==> config.mk <==
export PLATFORM = sky130hd
export DESIGN_NAME = column_norm_init
export DESIGN_NICKNAME = d
export VERILOG_FILES = /design/src/rtl/column_norm_init.sv
export SDC_FILE = /design/constraint.sdc
export NUM_CORES = 2
export LEC_CHECK = 0
export ABC_AREA = 1
export BUFFER_PORTS_ARGS = -buffer_cell sky130_fd_sc_hd__buf_2
export CORE_MARGIN = 2
export CORE_UTILIZATION = 55
export CTS_CLUSTER_SIZE = 16
export DETAILED_ROUTE_END_ITERATION = 10
export GPL_ROUTABILITY_DRIVEN = 0
export PLACE_DENSITY_LB_ADDON = 0.05
export SETUP_SLACK_MARGIN = 0.4
export SLEW_MARGIN = 10
export SYNTH_ARGS = -nofsm -noshare
export SYNTH_HDL_FRONTEND = slang
export SYNTH_SLANG_ARGS = --single-unit
export TNS_END_PERCENT = 30
==> constraint.sdc <==
create_clock -name clk -period 11.2 [get_ports clk]
set_clock_uncertainty 0.15 [all_clocks]
set_input_delay 2.24 -clock clk [delete_from_list [all_inputs] [get_ports clk]]
set_output_delay 2.24 -clock clk [all_outputs]
set_load 0.005 [all_outputs]
==> src/rtl/column_norm_init.sv <==
// rtl/column_norm_init.sv - per-column sum of squares over one H frame, then argmin search
// Squares are registered one stage before accumulation, so SEARCH waits one cycle for it to drain.
`ifndef WL
`define WL 16
`endif
`ifndef FWL
`define FWL 12
`endif
`ifndef COLNORM_WL
`define COLNORM_WL 16
`endif
`ifndef COLNORM_FWL
`define COLNORM_FWL 10
`endif

module column_norm_init #(
  parameter int NROW = 8
) (
  input  logic                     clk,
  input  logic                     rst,
  input  logic [8*`WL-1:0]         row_i,
  input  logic                     in_valid_i,
  output logic                     in_ready_o,
  output logic [8*`COLNORM_WL-1:0] colnorm_o,
  output logic [2:0]               min_idx_o,
  output logic                     out_valid_o,
  input  logic                     out_ready_i
);
  localparam int CW = `COLNORM_WL;
  localparam int SH = `FWL - `COLNORM_FWL;
  localparam logic [CW-1:0]          MAXP   = {1'b0, {(CW-1){1'b1}}};
  localparam logic signed [2*CW-1:0] MAXP_W = {{(CW+1){1'b0}}, {(CW-1){1'b1}}};
  localparam logic [2:0]             LAST_ROW = 3'(NROW - 1);

  typedef enum logic [1:0] {S_ACC, S_SEARCH, S_DONE} state_t;

  state_t        r_state, w_state_nxt;
  logic          w_beat;
  logic [2:0]    r_row_cnt, r_cand, r_sidx;
  logic          r_sq_vld;
  logic [CW-1:0] r_acc [8];
  logic [CW-1:0] r_sq  [8];
  logic [CW-1:0] w_sq  [8];
  logic [CW-1:0] w_acc_nxt [8];

  for (genvar k = 0; k < 8; k++) begin : g_col
    logic signed [`WL-1:0]   w_h;
    logic signed [2*CW-1:0]  w_hc, w_p, w_s;
    logic [CW:0]             w_sum;

    assign w_h  = row_i[k*`WL +: `WL];
    assign w_hc = (2*CW)'(w_h >>> SH);
    assign w_p  = w_hc * w_hc;
    assign w_s  = w_p >>> `COLNORM_FWL;
    assign w_sq[k] = (w_s > MAXP_W) ? MAXP : w_s[CW-1:0];

    assign w_sum = {1'b0, r_acc[k]} + {1'b0, r_sq[k]};
    assign w_acc_nxt[k] = (w_sum > {1'b0, MAXP}) ? MAXP : w_sum[CW-1:0];

    assign colnorm_o[k*CW +: CW] = r_acc[k];
  end

  assign in_ready_o  = (r_state == S_ACC);
  assign out_valid_o = (r_state == S_DONE);
  assign min_idx_o   = r_cand;

  always_comb begin
    w_state_nxt = r_state;
    w_beat      = 1'b0;
    case (r_state)
      S_ACC: begin
        w_beat = in_valid_i;
        if (w_beat && (r_row_cnt == LAST_ROW)) w_state_nxt = S_SEARCH;
      end
      S_SEARCH: begin
        if (!r_sq_vld && (r_sidx == 3'd7)) w_state_nxt = S_DONE;
      end
      S_DONE: begin
        if (out_ready_i) w_state_nxt = S_ACC;
      end
      default: w_state_nxt = S_ACC;
    endcase
  end

  always_ff @(posedge clk or posedge rst) begin
    if (rst) r_state <= S_ACC;
    else     r_state <= w_state_nxt;
  end

  always_ff @(posedge clk or posedge rst) begin
    if (rst) begin
      r_row_cnt <= 3'd0;
      r_cand    <= 3'd0;
      r_sidx    <= 3'd1;
      r_sq_vld  <= 1'b0;
      for (int k = 0; k < 8; k++) begin
        r_acc[k] <= '0;
        r_sq[k]  <= '0;
      end
    end else begin
      r_sq_vld <= w_beat;
      if (w_beat) begin
        for (int k = 0; k < 8; k++) r_sq[k] <= w_sq[k];
        if (r_row_cnt == LAST_ROW) begin
          r_row_cnt <= 3'd0;
          r_cand    <= 3'd0;
          r_sidx    <= 3'd1;
        end else begin
          r_row_cnt <= r_row_cnt + 3'd1;
        end
      end
      // The pending square of the last row lands first; the scan starts once it has.
      if (r_sq_vld) begin
        for (int k = 0; k < 8; k++) r_acc[k] <= w_acc_nxt[k];
      end else if (r_state == S_SEARCH) begin
        if (r_acc[r_sidx] < r_acc[r_cand]) r_cand <= r_sidx;
        r_sidx <= r_sidx + 3'd1;
      end else if ((r_state == S_DONE) && out_ready_i) begin
        for (int k = 0; k < 8; k++) r_acc[k] <= '0;
      end
    end
  end
endmodule
**After elaboration in Yosys (flattened, before gate mapping)**

Cells that the tools add are included.

- Flip-flop bits (word level): 268
- Logic and storage cells: 116

- Add/sub/neg operators: 10
- Reductions and logical operators: 8
- Eq/ne operators: 8
- Bitwise logic cells: 2
- Mux-type cells: 40
- $mul: 8
- Magnitude comparators: 19

Operator list:

| kind | count |
|---|---|
| $mux W128 | 3 |
| $mux W16 | 20 |
| $mul A14 B14 Y28 | 8 |
| $gt A18 B16 Y1 const B | 8 |
| $add A16 B16 Y17 | 8 |
| $gt A17 B15 Y1 const B | 8 |
| $bmux W16 S3 | 2 |
| $mux W3 | 10 |
| $lt A16 B16 Y1 | 1 |
| $ge A4 B4 Y1 const B | 2 |
| $not A3 Y4 | 2 |
| $add A3 B1 Y3 const B | 2 |
| $eq A3 B3 Y1 const B | 2 |
| $mux W2 | 3 |
| $pmux W2 S3 | 1 |
| $ne A2 B1 Y1 const B | 2 |
| $ne A2 B2 Y1 const B | 2 |
| $logic_and A1 B1 Y1 | 3 |
| $reduce_and A3 Y1 | 1 |
| $eq A2 B1 Y1 const B | 1 |
| $eq A2 B2 Y1 const B | 1 |
| $logic_not A2 Y1 | 1 |
| $reduce_and A2 Y1 | 1 |
| $reduce_bool A2 Y1 | 1 |
| 2 further kinds | 2 |

**Longest topological paths before layout**

- Depth in word-level cells: 8
- Depth in mapped cells: 30
- Mapped depth without buffers: 29

**Worst setup path before layout**

OpenSTA, ideal clock, no wires.

- Kind: input-to-reg
- From: in row_i[127]
- To: reg r_sq[3] (netlist bit)
- Path slack: 3.063 ns
- Data arrival time: 7.861 ns
- Required time: 10.924 ns
- Stages: 26
- Path through: clkbuf_1 buf_1 nand2_1 fa_1 fa_1 inv_1 fa_1 inv_1 fa_1 inv_1 fa_1 inv_1 fa_1 inv_1 ha_1 inv_1 nor3_1 and2_1 nand3_1 nand3_1 nand2_1 nand2_1 nand2_1 nand2_4 buf_12 a21oi_4

- Cells in the longest elaborated chain, start to end: 3

Ends and longest elaborated chain:

| element | RTL line | source |
|---|---|---|
| start: declaration | 21 | `` input logic [8*`WL-1:0] row_i, `` |
| $mul A14 B14 Y28 * | 53 | `assign w_p = w_hc * w_hc;` |
| $gt A18 B16 Y1 | 55 | `assign w_sq[k] = (w_s > MAXP_W) ? MAXP : w_s[CW-1:0];` |
| $mux W16 * | 55 |  |
| end signal: indexed assignment | 98 | `r_sq[k] <= '0;` |
| end: declaration | 42 | `logic [CW-1:0] r_sq [8];` |

Every way passes the cells marked *; elsewhere a longest branch is shown, timed or not.
A chain may end at the register's enable or synchronous reset.

**Worst setup path in the final report**

- From: in row_i[127]
- To: reg r_sq[9] (netlist bit)

Same word-level chain as after synthesis.

==> impl_metrics.csv <==
group,metric,value,unit
sta,finalHoldViolCount,0,
drt,via_per_inst,5.22,
finish,stdcell_count,11700,
synthesis,synth-edff-count,0,
clocking,htree_levels,2,
die,start_util,0.554,
grt,grt_first_pass_wirelength,322000,um
drt,drc_errors,0,
die,die-height,376,um
worst_setup_path,cp.required,11.47,ns
finish,syn2layout_area_growth,5.00,%
worst_setup_path,cp.arrival,8.49,ns
placement,pre_cts_slack,2.45,ns
finish,diodes,0,
sta,timing.final.ws_setup,2.98,ns
worst_setup_path,cp_max_fo,19,
grt,grt_max_degree,95,
grt,grt_overflow,0,
synthesis,synthSimpleGateAreaFrac,0.173,
die,num_rows,136,
placement,hpwl,162000,um
clocking,post_cts_buffers,0,
finish,final_nets,12100,
drt,drt_first_iter_violations,3875,
die,pin_count,265,
sta,drv_slew,0,
placement,placed_cells,11600,
grt,grt_use_total,0.279,
synthesis,synth-seq-cells,268,
die,coreArea,138000,um^2
synthesis,muxShareOfSynthArea,0,
sta,clock.fmax,0.122,GHz
worst_setup_path,cp-end-kind,"flip-flop",
sta,worst_slew_pin_slew,1.22,ns
clocking,clk_latency,0.55,ns
finish,drive_gt1_frac,0.0534,
synthesis,syn_area,76300,um^2
synthesis,ys_async_sr_fraction,1.00,
synthesis,synth_cells,9819,
min_path,hold_class,"reg2reg",
drt,dr.pass1.iters,7,
worst_setup_path,crit_path_start_kind,"input pin",
drt,ant_nets,0,
placement,port_buffers,248,
sta,min_period,8.22,ns
sta,setup_viol,0,
worst_setup_path,criticalPathCategory,"in2reg",
clocking,numCtsBuffers,36,
grt,met2_usage,0.471,
grt,grt_pass1_vias,63800,
synthesis,syn-mean-instance-area,7.77,um^2
die,dieArea,142000,um^2
drt,wl,190000,um
clocking,cts.sinks,268,
sta,slew_headroom,0.185,
clocking,postCtsHoldBufs,0,
run,cap_viol_max_count,0,
synthesis,ys_types,55,
grt,use_met3,0.0527,
sta,hold_ws,0.329,ns
finish,regArea,6710,um^2
synthesis,syn_nets,12000,
grt,top_usage_layer,"met2",
synthesis,synth_compound_area_frac,0.0920,
clocking,ctsResizeCount,0,
outcome,status,"finished clean",
clocking,cts.path.max_buffers,3,
synthesis,ys_seq_area_frac,0.0879,
synthesis,synth_top_family_by_area,"adder cells",
drt,vias,61100,
finish,multi_input_area,59100,um^2
synthesis,synth_fa_ha_area_frac,0.477,
clocking,cts_tree,"built",
sta,finalCritPeriodShare,0.734,
clocking,clk_pin_slew,0.06,ns
sta,fin_tns_setup,0,ns
grt,antenna_found_initial,0,
die,die-width,376,um
sta,rsz0062_at_grt,"false",
synthesis,ys.flop_type,"dfrtp_1",
finish,fillers,13100,
synthesis,synth-xor-area-share,0.0332,
grt,grt_util_met1,0.371,
synthesis,ys_warn_count,0,
clocking,cts-root-buf,"clkbuf_16",
drt,routedWlPerCell,16.2,um
-- cells in the final DEF (no fill, tap or decap), types with 8 or more instances in the layout --
cell type / n
a21oi_4: 10
or2_2: 32
fa_1: 1396
nand2_2: 25
clkbuf_8: 9
xnor2_2: 8
clkbuf_16: 37
a21oi_1: 501
a21boi_0: 15
a21oi_2: 82
a31oi_1: 18
nand4_1: 46
ha_1: 674
nand2_1: 2005
o211ai_1: 22
o21bai_1: 49
xnor2_1: 97
buf_4: 13
inv_1: 2500
nand3b_1: 18
o21a_1: 21
nand3_1: 304
a221oi_1: 8
nand3_2: 13
a21o_1: 60
o21ai_1: 34
buf_2: 248
nor4_1: 14
nor3_2: 9
nor2_1: 671
nor3_1: 64
xor2_1: 177
dfrtp_1: 264
o21ai_0: 379
-- synthesized netlist by cell type, types with 9 or more instances --
library cell     n  share of area
xor2_1         177          0.020
nand2_2         25         0.0020
a21oi_1        501          0.033
o21a_1          21         0.0021
ha_1           674           0.11
clkbuf_1       209          0.010
nor2_1         671          0.033
nor3_1          64         0.0042
fa_1          1396           0.37
a21oi_2         82         0.0094
o21bai_1        49         0.0048
o211ai_1        22         0.0022
buf_6           11         0.0016
o21ai_0        379          0.025
nand3_1        304          0.020
or2_2           32         0.0026
a31oi_1         18         0.0015
nand3b_1        18         0.0018
nand4_1         46         0.0038
inv_1         2501           0.12
a21o_1          60         0.0059
xnor2_1         97          0.011
a21oi_4         10         0.0021
nand2_1       2006          0.099
dfrtp_1        267          0.088
nor4_1          14         0.0011
nor3_2           9         0.0012
a21boi_0        15         0.0015
o21ai_1         34         0.0022
nand3_2         13         0.0017
-- area by class of cell --
class                      instances  share of cell area
clock buffer                      51              0.0133
timing repair buffer             261              0.0167
multi-input combinational       6798               0.738
sequential                       268              0.0838
inverter                        2513               0.118
clock inverter                    13             0.00205
tap                             1794              0.0280
-- critical path, stage by stage --
cell     delay [ns]
buf_2          0.38
nand2_1        0.25
fa_1           0.57
fa_1           0.78
inv_1          0.22
fa_1           0.54
inv_1          0.05
fa_1           0.53
inv_1          0.05
fa_1           0.48
inv_1          0.05
fa_1           0.50
inv_1          0.04
ha_1           0.36
inv_1          0.08
nor3_1         0.28
and2_1         0.20
nand3_1        0.14
nand3_1        0.12
nand2_1        0.05
nand2_1        0.06
nand2_1        0.09
nand2_4        0.30
a21oi_1        0.13
-- state kept, by name (all words and copies together), names as in the netlist --
register	flops
r_state	2
min_idx_o	3
r_sq_vld	1
colnorm_o	128
r_sidx	3
r_sq	128
r_row_cnt	3
-- routing by layer --
| layer | vias up | share of wire |
|---|---|---|
| met5 | - | 0 |
| met4 | 0 | 0.029 |
| met3 | 268 | 0.067 |
| met2 | 1345 | 0.47 |
| met1 | 29900 | 0.43 |
| li1 | 29500 | - |
-- cell families after synthesis --
kind of cell | Yosys count
other | 1
adder cells (fa/ha/maj) | 2070
flip-flops | 268
XOR/XNOR | 282
AND/OR/NAND/NOR | 3231
AO/OA/AOI/OAI | 1214
buffers and inverters | 2753
-- path summary, 6_finish.rpt --
check                                 from           end  slack (ns)  depth (start not counted)
worst max register to register   r_sidx[0]  min_idx_o[1]        7.12                         16
worst min register to register    r_sq[95]      r_sq[95]        0.33                          2
min in group asynchronous              rst      r_sq[59]        1.57                          2
max in group asynchronous              rst      r_sq_vld        7.25                          4
worst min-delay path              r_sq[95]      r_sq[95]        0.33                          2
worst max-delay path            row_i[127]       r_sq[9]        2.98                         24
-- stage by stage --
stage	instance area, um^2	util
after floorplan	76300	-
after global placement	78900	0.573
after detailed placement	78900	0.573
after CTS	80100	0.582
after global routing	80100	0.582
final	80100	0.582
Power is not shown: default switching activity piles up to over one toggle a cycle in this logic, so the estimate is an artifact.
